## config.mk

```make
export PLATFORM = sky130hd
export DESIGN_NAME = ram_arbiter
export DESIGN_NICKNAME = d
export VERILOG_FILES = /design/src/rtl/ram_arbiter.sv
export SDC_FILE = /design/constraint.sdc
export NUM_CORES = 1
export LEC_CHECK = 0
export ABC_CLOCK_PERIOD_IN_PS = 4050
export CORE_AREA = 2 2 58 60
export CTS_BUF_LIST = sky130_fd_sc_hd__clkbuf_4 sky130_fd_sc_hd__clkbuf_8
export CTS_CLUSTER_SIZE = 25
export DETAILED_ROUTE_END_ITERATION = 10
export DIE_AREA = 0 0 60 62
export PLACE_DENSITY = 0.91
export SLEW_MARGIN = 30
export SYNTH_ARGS = -nofsm -noshare
export SYNTH_HDL_FRONTEND = slang
export SYNTH_SLANG_ARGS = --single-unit
export TNS_END_PERCENT = 30
```

## constraint.sdc

```tcl
create_clock -name clk -period 4.05 [get_ports clk]
set_input_delay 0.81 -clock clk [delete_from_list [all_inputs] [get_ports clk]]
set_output_delay 0.81 -clock clk [all_outputs]
set_load 0.02 [all_outputs]
```

## src/rtl/ram_arbiter.sv

```systemverilog
// Round-robin arbiter sharing one 1-cycle-latency single-port RAM between two requesters, with lock for atomic RMW.
// Grants are combinational from req/lock; read data returns the cycle after grant; a requester holds req until granted.
module ram_arbiter #(
    parameter int ADDR_WIDTH = 16,
    parameter int DATA_WIDTH = 8
) (
    input  logic                  clk,
    input  logic                  rst,
    input  logic                  req0,
    input  logic                  we0,
    input  logic                  lock0,
    input  logic [ADDR_WIDTH-1:0] addr0,
    input  logic [DATA_WIDTH-1:0] wdata0,
    output logic                  gnt0,
    output logic                  rvalid0,
    output logic [DATA_WIDTH-1:0] rdata0,
    input  logic                  req1,
    input  logic                  we1,
    input  logic                  lock1,
    input  logic [ADDR_WIDTH-1:0] addr1,
    input  logic [DATA_WIDTH-1:0] wdata1,
    output logic                  gnt1,
    output logic                  rvalid1,
    output logic [DATA_WIDTH-1:0] rdata1,
    output logic                  ram_we,
    output logic [ADDR_WIDTH-1:0] ram_addr,
    output logic [DATA_WIDTH-1:0] ram_wdata,
    input  logic [DATA_WIDTH-1:0] ram_rdata
);

    typedef enum logic [1:0] {
        UNLOCKED = 2'd0,
        LOCKED0  = 2'd1,
        LOCKED1  = 2'd2
    } lock_state_t;

    lock_state_t state_q, state_d;
    logic        prio_q, prio_d;
    logic        last_q, last_d;
    logic        tag_rd_q, tag_rd_d;
    logic        tag_port_q, tag_port_d;

    logic        lock_hold;
    logic        cand0, cand1;
    logic        sel1;

    always_comb begin
        // The owner releases the lock in the very cycle its lock input drops.
        lock_hold = ((state_q == LOCKED0) && lock0) || ((state_q == LOCKED1) && lock1);

        cand0 = req0 && !rst && !(lock_hold && (state_q == LOCKED1));
        cand1 = req1 && !rst && !(lock_hold && (state_q == LOCKED0));

        gnt0 = cand0 && (!cand1 || !prio_q);
        gnt1 = cand1 && (!cand0 || prio_q);

        sel1      = gnt1 || (!gnt0 && last_q);
        ram_addr  = sel1 ? addr1 : addr0;
        ram_wdata = sel1 ? wdata1 : wdata0;
        ram_we    = (gnt0 && we0) || (gnt1 && we1);

        prio_d = prio_q;
        last_d = last_q;
        if (gnt0) begin
            prio_d = 1'b1;
            last_d = 1'b0;
        end else if (gnt1) begin
            prio_d = 1'b0;
            last_d = 1'b1;
        end

        tag_rd_d   = (gnt0 && !we0) || (gnt1 && !we1);
        tag_port_d = gnt1;

        state_d = UNLOCKED;
        if (gnt0 && lock0) begin
            state_d = LOCKED0;
        end else if (gnt1 && lock1) begin
            state_d = LOCKED1;
        end else if (lock_hold) begin
            state_d = state_q;
        end
    end

    always_ff @(posedge clk) begin
        if (rst) begin
            state_q    <= UNLOCKED;
            prio_q     <= 1'b0;
            last_q     <= 1'b0;
            tag_rd_q   <= 1'b0;
            tag_port_q <= 1'b0;
        end else begin
            state_q    <= state_d;
            prio_q     <= prio_d;
            last_q     <= last_d;
            tag_rd_q   <= tag_rd_d;
            tag_port_q <= tag_port_d;
        end
    end

    // Gating with rst drops a read that was in flight when reset arrived.
    assign rvalid0 = tag_rd_q && !tag_port_q && !rst;
    assign rvalid1 = tag_rd_q && tag_port_q && !rst;
    assign rdata0  = ram_rdata;
    assign rdata1  = ram_rdata;

endmodule

```

==> run metrics <==
outcome=finished clean; register area share after synthesis=0.147; I/O pin cnt=109; clk buf depth=2; worst skew pair latency=0.25 ns; 1st-pass router iterations=4; hold crit path type=reg2reg; period utilization=0.950; antenna violations before repair=0; Reg-to-Reg End=tag_rd_q; RSZ-0062 raised after global routing=no; Arr. time, crit path=3.04 ns; vias in the first global route=802; Metal-1 WL=813 µm; 1st-iter DRT viols=6; Adder-Cell Fraction of Synth Area=0; Yosys top cell by area=mux2_4; hpwl dp=2130 µm; Fin. Hold Viols=0; CTS clk-pin slew, worst paths=0.05 ns; placed inst area=1610 µm²; critical path capture point type=output port; DR top layer=met4; Root Driver=clkbuf_4; layout cells sized above 1=0.221; starting density of the core=0.257; die width=60 µm; reg2reg start=state_q[1]; Worst Path Class, Setup=in2out; first-pass GRT wire length=3420 µm; Critical Path Source Type=input port; fill count=277; flop2flop setup slack=2.56 ns; Syn Inst Count=77; Netlist Area Pre-Place=818 µm²; total negative setup slack=0 ns; CTS hold repair buffers=0; DRC Markers=0; total track usage=0.127; WL per Instance=12.3 µm; Synth area leaders=mux2_4, dfxtp_1, buf_4; clk_skew=0.00304 ns; count of cell types in the netlist=23; post-synthesis register bit count=6; Nets=215; WP data required=3.24 ns; Die Span Y=62 µm; CTS tree=built; Final Setup Violations=0; Antenna Violating Nets Remaining=0; Ant. Diodes=0; cts bufs inserted=3; DP Worst Slack=0.189 ns; Synth Area in Simple Gates=0.128; CP startpoint=rst; clk sinks=6; Final Cell Area=1630 µm²; gr ovfl total=0; Reg2Reg Depth=5; pwr/cell area=212 nW/µm²; fmax=0.260 GHz; Syn Area/Cell=10.6 µm²; Worst Slack Setup Final=0.202 ns; Die Area=3720 µm²; Slew HR=0.785; yosys warns=0; post-synthesis net count=141; Synth Area in Compound Gates=0.124; post-CTS setup buffer count=0; Crit Path Max Fanout=25; largest net degree at the start of global routing=26; PostCTS Resize Cnt=0; Synth top area share=0.349; Critical Path End=ram_wdata[3]; Period minus WS final=3.85 ns; routed vias=825; Final Max Tran Viols=0; max cap viols=0; H-tree lvl count=1; P&R area growth vs syn=99.4%; post-synthesis xor/xnor area fraction=0; core box area=3180 µm²; largest family of logic cells by synthesized area=multiplexers; VDD IR-drop max=0.118 mV; Avg Vias per Cell=4.23; LEAKAGE=0.679 nW; post-synthesis mux area share=0.417; Worst Max-Slew Pin Slew=0.323 ns; DR WL met2=1310 µm; WL met3=249 µm; Row Count=21; global placement routability congestion=0.821; port bufs=84; total routed wirelength=2400 µm
[layout make-up]
type                            count  area [µm²]  area share
Inverter                            2        7.51     0.00460
Sequential cell                     6         120      0.0736
Clock buffer                        3        22.5      0.0138
Tap cell                           46        57.6      0.0353
Multi-Input combinational cell     51         548       0.336
Timing Repair Buffer               87         876       0.537
[flip-flops by register name, summed over array words and instances, names as in the netlist]
| name | cells |
|---|---|
| tag_port_q | 1 |
| prio_q | 1 |
| last_q | 1 |
| tag_rd_q | 1 |
| state_q | 2 |
[stage by stage]
stage	hold slack (ns)	util	cells	power, W
2_1_floorplan	0.454	-	77	0.000199
3_3_place_gp	0.471	0.506	192	0.000288
3_5_place_dp	0.481	0.506	192	0.000291
4_1_cts	0.487	0.513	195	0.000350
5_1_grt	0.504	0.513	195	0.000364
6_report	0.487	0.513	195	0.000346
[critical path: stages]
cell             delay, ns
clkdlybuf4s50_1       0.49
nor2b_2               0.23
nand2_1               0.17
a21oi_4               0.21
buf_12                0.21
mux2_2                0.35
clkdlybuf4s50_1       0.54
[cell usage after synthesis]
library cell,instances
a21boi_0,1
a21o_1,1
a21oi_1,2
a21oi_4,1
a22o_1,1
a311oi_1,1
a311oi_4,1
a31oi_1,1
and3b_1,2
buf_4,16
buf_6,2
dfxtp_1,6
inv_1,2
mux2_2,5
mux2_4,19
nand2_1,2
nand2b_1,3
nand3b_1,2
nor2_1,2
nor2b_2,1
nor3b_1,2
o21ai_0,2
or2b_1,2
[logic make-up (layout without fill, tap and decap cells)]
kind of cell | count (synthesis) | after routing
AOI/OAI and AO/OA | 11 | 11
DFF | 6 | 6
and+or+nand+nor | 16 | 16
muxes | 24 | 24
buffers and inverters | 20 | 92
[worst min path at each step]
stage	endpoint	from	depth (start not counted)	slack, ns
final	state_q[0]	state_q[0]	2	0.49
after global routing	state_q[0]	state_q[0]	2	0.50
after CTS	state_q[0]	state_q[0]	2	0.49
after detailed placement	state_q[0]	state_q[0]	2	0.48
after global placement	state_q[0]	state_q[0]	2	0.47
after floorplan	state_q[0]	state_q[0]	2	0.45
[metal layers]
layer	vias to the layer above	global-route usage
met1	364	0.137
li1	404	-
met4	0	0.0667
met3	4	0.0538
met2	53	0.213
met5	-	0
[cell usage in the layout (no fill, tap or decap)]
master,Yosys,final
a311oi_1,1,1
o21ai_0,2,2
mux2_4,19,19
inv_1,2,2
mux2_2,5,5
clkbuf_4,0,3
clkdlybuf4s50_1,0,84
and3b_1,2,2
nand2b_1,3,3
a21boi_0,1,1
nand2_1,2,2
nand3b_1,2,2
a21o_1,1,1
a21oi_1,2,2
a311oi_4,1,1
or2b_1,2,2
a22o_1,1,1
nor3b_1,2,2
a21oi_4,1,1
nor2_1,2,2
buf_12,0,1
a31oi_1,1,1
dfxtp_1,6,6
buf_4,16,2
nor2b_2,1,1
[where the power goes]
part	switching, W	internal, W	leakage, nW
clock	0.0000242	0.0000337	0.0138
sequential	0.00000264	0.0000633	0.0495
combinational	0.0000826	0.000140	0.615
total	0.000109	0.000237	0.679
(Power assumes the default switching activity.)
